`src/rtl/uart_pkg.sv`:
```
// Shared types and constants for the UART transmit path.
package uart_pkg;

    typedef logic [7:0] byte_t;

    typedef enum logic [1:0] {
        IDLE,
        OWN,
        SEND,
        WAIT
    } arb_state_t;

    localparam byte_t ASCII_LF = 8'h0A;

endpackage

```
`src/rtl/rr_pick.sv`:
```
// Combinational round-robin picker: first asserted request at or after start_i, wrapping modulo N.
module rr_pick #(
    parameter int N  = 2,
    parameter int IW = 1
) (
    input  logic [N-1:0]  req_i,
    input  logic [IW-1:0] start_i,
    output logic          valid_o,
    output logic [IW-1:0] idx_o
);

    int k;

    always_comb begin
        valid_o = 1'b0;
        idx_o   = '0;
        k       = 0;
        for (int i = 0; i < N; i++) begin
            k = int'(start_i) + i;
            if (k >= N) begin
                k = k - N;
            end
            if (!valid_o && req_i[k]) begin
                valid_o = 1'b1;
                idx_o   = IW'(k);
            end
        end
    end

endmodule

```
`src/rtl/uart_tx_arbiter.sv`:
```
// Line-atomic round-robin arbiter sharing one UART TX channel among N byte-stream requesters,
// with a stall watchdog that reclaims the channel from a requester that stops mid-line.
module uart_tx_arbiter
    import uart_pkg::*;
#(
    parameter int    N       = 2,
    parameter byte_t TERM    = ASCII_LF,
    parameter int    TIMEOUT = 1024
) (
    input  logic           clk,
    input  logic           rst_n,
    input  logic [N-1:0]   req_valid,
    input  logic [N*8-1:0] req_data,
    output logic [N-1:0]   req_ready,
    input  logic           output_busy,
    output logic           output_en,
    output logic [7:0]     output_data,
    output logic [N-1:0]   grant,
    output logic           timeout_flag
);

    localparam int IW = (N > 1) ? $clog2(N) : 1;
    localparam int SW = (TIMEOUT > 0) ? $clog2(TIMEOUT + 1) : 1;

    arb_state_t    state_q, state_d;
    logic [IW-1:0] g_q, g_d;
    logic [IW-1:0] rr_q, rr_d;
    logic [N-1:0]  grant_q, grant_d;
    logic          en_q, en_d;
    byte_t         data_q, data_d;
    logic          term_q, term_d;
    logic [SW-1:0] stall_q, stall_d;
    logic          tflag_q, tflag_d;

    logic          pick_valid;
    logic [IW-1:0] pick_idx;
    logic          cur_valid;
    byte_t         cur_byte;
    logic          accept;
    logic [IW-1:0] g_inc;

    rr_pick #(
        .N  (N),
        .IW (IW)
    ) u_pick (
        .req_i   (req_valid),
        .start_i (rr_q),
        .valid_o (pick_valid),
        .idx_o   (pick_idx)
    );

    // Valid/ready: a byte transfers on a cycle where req_valid[i] and req_ready[i] are both high;
    // the requester must hold valid and data stable until then. Only the owner ever sees ready.
    assign cur_valid = req_valid[g_q];
    assign cur_byte  = req_data[{g_q, 3'b000} +: 8];
    assign accept    = (state_q == OWN) && cur_valid && !output_busy;
    assign g_inc     = (g_q == IW'(N - 1)) ? '0 : g_q + IW'(1);

    always_comb begin
        req_ready = '0;
        if (accept) begin
            req_ready[g_q] = 1'b1;
        end
    end

    always_comb begin
        state_d = state_q;
        g_d     = g_q;
        rr_d    = rr_q;
        grant_d = grant_q;
        en_d    = 1'b0;
        data_d  = data_q;
        term_d  = term_q;
        stall_d = stall_q;
        tflag_d = tflag_q;
        case (state_q)
            IDLE: begin
                if (pick_valid) begin
                    g_d               = pick_idx;
                    grant_d           = '0;
                    grant_d[pick_idx] = 1'b1;
                    stall_d           = '0;
                    state_d           = OWN;
                end
            end
            OWN: begin
                if (accept) begin
                    en_d    = 1'b1;
                    data_d  = cur_byte;
                    term_d  = (cur_byte == TERM);
                    stall_d = '0;
                    state_d = SEND;
                end else if (TIMEOUT != 0 && !cur_valid && !output_busy) begin
                    // Only cycles where the owner is silent and the UART is free count as stall.
                    stall_d = stall_q + SW'(1);
                    if (stall_d == SW'(TIMEOUT)) begin
                        tflag_d = 1'b1;
                        rr_d    = g_inc;
                        grant_d = '0;
                        state_d = IDLE;
                    end
                end
            end
            SEND: begin
                state_d = WAIT;
            end
            WAIT: begin
                if (!output_busy) begin
                    if (term_q) begin
                        rr_d    = g_inc;
                        grant_d = '0;
                        state_d = IDLE;
                    end else begin
                        state_d = OWN;
                    end
                end
            end
            default: begin
                state_d = IDLE;
            end
        endcase
    end

    always_ff @(posedge clk or negedge rst_n) begin
        if (!rst_n) begin
            state_q <= IDLE;
            g_q     <= '0;
            rr_q    <= '0;
            grant_q <= '0;
            en_q    <= 1'b0;
            data_q  <= '0;
            term_q  <= 1'b0;
            stall_q <= '0;
            tflag_q <= 1'b0;
        end else begin
            state_q <= state_d;
            g_q     <= g_d;
            rr_q    <= rr_d;
            grant_q <= grant_d;
            en_q    <= en_d;
            data_q  <= data_d;
            term_q  <= term_d;
            stall_q <= stall_d;
            tflag_q <= tflag_d;
        end
    end

    assign output_en    = en_q;
    assign output_data  = data_q;
    assign grant        = grant_q;
    assign timeout_flag = tflag_q;

endmodule
```
`config.mk`:
```
export PLATFORM = sky130hd
export DESIGN_NAME = uart_tx_arbiter
export DESIGN_NICKNAME = d
export VERILOG_FILES = /design/src/rtl/uart_pkg.sv /design/src/rtl/rr_pick.sv /design/src/rtl/uart_tx_arbiter.sv
export SDC_FILE = /design/constraint.sdc
export NUM_CORES = 1
export LEC_CHECK = 0
export ABC_AREA = 1
export CAP_MARGIN = 10
export CELL_PAD_IN_SITES_DETAIL_PLACEMENT = 1
export CELL_PAD_IN_SITES_GLOBAL_PLACEMENT = 1
export CORE_ASPECT_RATIO = 0.7
export CORE_MARGIN = 10
export CORE_UTILIZATION = 37
export CTS_CLUSTER_DIAMETER = 100
export DETAILED_ROUTE_END_ITERATION = 16
export HOLD_SLACK_MARGIN = 0.1
export PLACE_DENSITY_LB_ADDON = 0.3
export SLEW_MARGIN = 20
export SYNTH_ARGS = -nofsm -noshare
export SYNTH_HDL_FRONTEND = slang
export SYNTH_SLANG_ARGS = --single-unit
```
`constraint.sdc`:
```
create_clock -name clk -period 2.28 [get_ports clk]
set_input_delay 0.684 -clock clk [delete_from_list [all_inputs] [get_ports clk]]
set_output_delay 0.684 -clock clk [all_outputs]
set_load 0.05 [all_outputs]
```
==> flow_summary.toml <==
[run_status]
status = "complete, no violations"

[drt]
avgViaCountPerCell = 5.03
route.met2.wl_microns = 2020
wl_microns = 4810
top_layer = "met4"
vias = 1595
drtAntennaViolNets = 0
wire_per_inst_microns = 15.2
met1_length_microns = 2350
drc = 0
drt_iter0_markers = 64
met3_length_microns = 376
first_pass_iters = 4

[floorplan]
rows = 20
die_width_microns = 101
initial_core_util_pct = 38.5
core-area_sq_mm = 0.00438
io_pins = 35
die_h_microns = 76.5
die-area_sq_mm = 0.00770

[logic_synthesis]
synth_top_area_share_pct = 41.5
synth_common_cells = "nand2_1, dfrtp_1, inv_1, nand2_2, nand3_1"
yosys.area.top_type = "dfrtp_1"
synth-async-reset-ratio_pct = 100
synth_seq_cells = 28
ys_top_cells_by_area = "dfrtp_1, nand2_1, nand2_2"
postSynthCellCount = 216
ys_seq_area_share_pct = 41.5
synth_edf_count = 0
synth_area_sq_mm = 0.00169
syn_avg_cell_area_sq_um = 7.81
synth_nets = 238
yosysUniqueCellTypes = 32
yosysMostFrequentCell = "nand2_1"
yosys_warnings = 0
synth_flop_cell = "dfrtp_1"

[global_route]
overflow = 0
antenna_found_initial = 0
first_global_vias = 1677
grt_max_degree = 29
grt_pass1_wl_microns = 8200
grt_use_total_pct = 12.9

[clocking]
clk_pin_slew_ps = 100
postCtsSetupBuffers = 0
cts-buffers-inserted = 3
htreeDepth = 1
cts_tree = "built"
clk_root_buffer_cell = "clkbuf_8"
clk_path_buf_depth = 2
clkSinkCount = 28
clk_latency_ps = 280

[place]
dp_cells = 313
hpwlAfterDp_microns = 3840
dpl_cell_area_sq_mm = 0.00217
pre_cts_ws_ps = -84.4
port_buffers = 34
gp_congestion = 0.839

[cells_and_area]
final_nets = 285
area_delta_synth_final_pct = 34.8
diodes = 0
finalInstanceArea_sq_mm = 0.00227
layout.cells.non_filler = 317
layout-drive-gt1-share_pct = 22.1

[critical_path]
start_kind = "input port"
arrival_ps = 1550
cpPeakStageDelay_ps = 480
rr_startpoint = "g_q"
startpoint = "req_valid[1]"
path_buf_inv = 2
critPathKind = "input port to primary output"
crit_path_max_fanout = 2
r2r_cells = 12
cp.required_ps = 1600
cpLargestDelayFamily = "buffers and inverters"
crit_end = "req_ready[1]"
crit_cells = 4
cp_slowest_cell = "clkdlybuf4s50_1"
path_cells = "clkdlybuf4s50_1 > nand2_1 > nor2_4 > buf_12"
regToRegSetupSlack_ps = 320
crit_path_end_kind = "primary output"

[pwr]
clockPowerShare_pct = 15.9
power_mw = 2.52
p_int_mw = 1.34
switchingPower_mw = 1.17
seq_power_share_pct = 30.7
p_per_area_mw_per_mm2 = 1110
peakVddDrop_mv = 0.563
combPwrFrac_pct = 53.4
power_leakage_nw = 1.06
p_sw_share_pct = 46.6

[sta]
fmax_mhz = 449
rsz0062_at_grt = "false"
layout_setup_ws_ps = 50.8
slew_violations = 0
min_period_ps = 2230
finClkSkew_ps = 2.59
finalSetupViolations = 0
fin_crit_sh_pct = 97.8
max-slew-margin-rel_pct = 64.5
hold_viol_final = 0
tightest_slew_ps = 533

[worst_hold_path]
hp-class = "flip-flop to flip-flop"

[job]
drv_cap = 0
## tightest hold or removal path, cell delays in order, from the launching register on
cell	delay (ps)
dfrtp_1	370
nand2_1	60
nand2_1	50
## state kept, by name, indices dropped and copies added, names as in the netlist, named ones only
register / cells
g_q: 1
output_en: 1
state_q: 1
timeout_flag: 1
output_data: 8
grant: 2
rr_q: 1
stall_q: 11
term_q: 1
## worst min-delay path by stage
| stage | startpoint | slack [ps] | cells past startpoint | endpoint |
|---|---|---|---|---|
| after floorplan | rst_n | 390 | 0 | async pin |
| after global placement | output_data[1] | 460 | 2 | output_data[1] |
| after detailed placement | grant[1] | 470 | 2 | grant[1] |
| after CTS | grant[1] | 500 | 2 | grant[1] |
| after global routing | grant[0] | 530 | 2 | grant[0] |
| final | grant[1] | 500 | 2 | grant[1] |
## cell usage in the layout (no fill, tap or decap), types with 4 or more instances in the layout
| cell type | Yosys | routed |
|---|---|---|
| buf_4 | 2 | 12 |
| clkdlybuf4s50_1 | 0 | 30 |
| dfrtp_1 | 28 | 28 |
| inv_1 | 18 | 17 |
| inv_2 | 6 | 7 |
| nand2_1 | 68 | 67 |
| nand2_2 | 13 | 13 |
| nand3_1 | 12 | 12 |
| nand4_1 | 6 | 6 |
| nor2_1 | 9 | 7 |
| nor2_4 | 7 | 9 |
| o21ai_0 | 9 | 9 |
| o21ai_1 | 6 | 6 |
| o22ai_1 | 4 | 4 |
## layout make-up
type,instances,area [sq um]
clock buffer,3,41.3
clock inverter,1,30.0
fill,540,2110
inverter,26,105
multi-input combinational,158,872
sequential,28,701
tap,55,68.8
timing repair buffer,46,455
## layer usage
layer,global-route usage (%),up-vias
met1,17.7,754
met3,5.07,7
met2,18.0,41
met4,3.80,0
li1,-,793
met5,0,-
## power by group through the flow
stage          sequential [mW]  clock [mW]  combinational, mW
2_1_floorplan            0.993           0              0.650
3_3_place_gp             0.774           0               1.30
3_5_place_dp             0.780           0               1.33
4_1_cts                  0.772       0.411               1.35
5_1_grt                  0.794       0.431               1.48
6_report                 0.772       0.401               1.34
## through the flow
step / hold WS (ps) / TNS (ps) / utilization, %
after floorplan: 388 / 0 / -
after global placement: 461 / -20.1 / 49.7
after detailed placement: 474 / -149 / 49.7
after CTS: 500 / -3.09 / 51.6
after global routing: 526 / 0 / 51.9
final: 497 / 0 / 51.9
## repair_timing
action                                  4_1_cts  5_1_grt
cloned                                        0        0
pin swaps                                     2        2
hold buffers                                  0        0
endpoints found under the setup margin        2        2
gates resized for setup                       4        5
## kinds of logic (layout without fill, tap and decap cells)
group / after synthesis / count (layout) / synth area share, %
flip-flops: 28 / 28 / 41.5
adder cells (fa/ha/maj): 1 / 1 / 0.742
multiplexers: 2 / 2 / 1.19
buffers and inverters: 30 / 76 / 8.08
AND/OR/NAND/NOR: 127 / 127 / 38.7
AO/OA/AOI/OAI: 28 / 28 / 9.72
No activity file was read; power rests on OpenSTA's default activity.
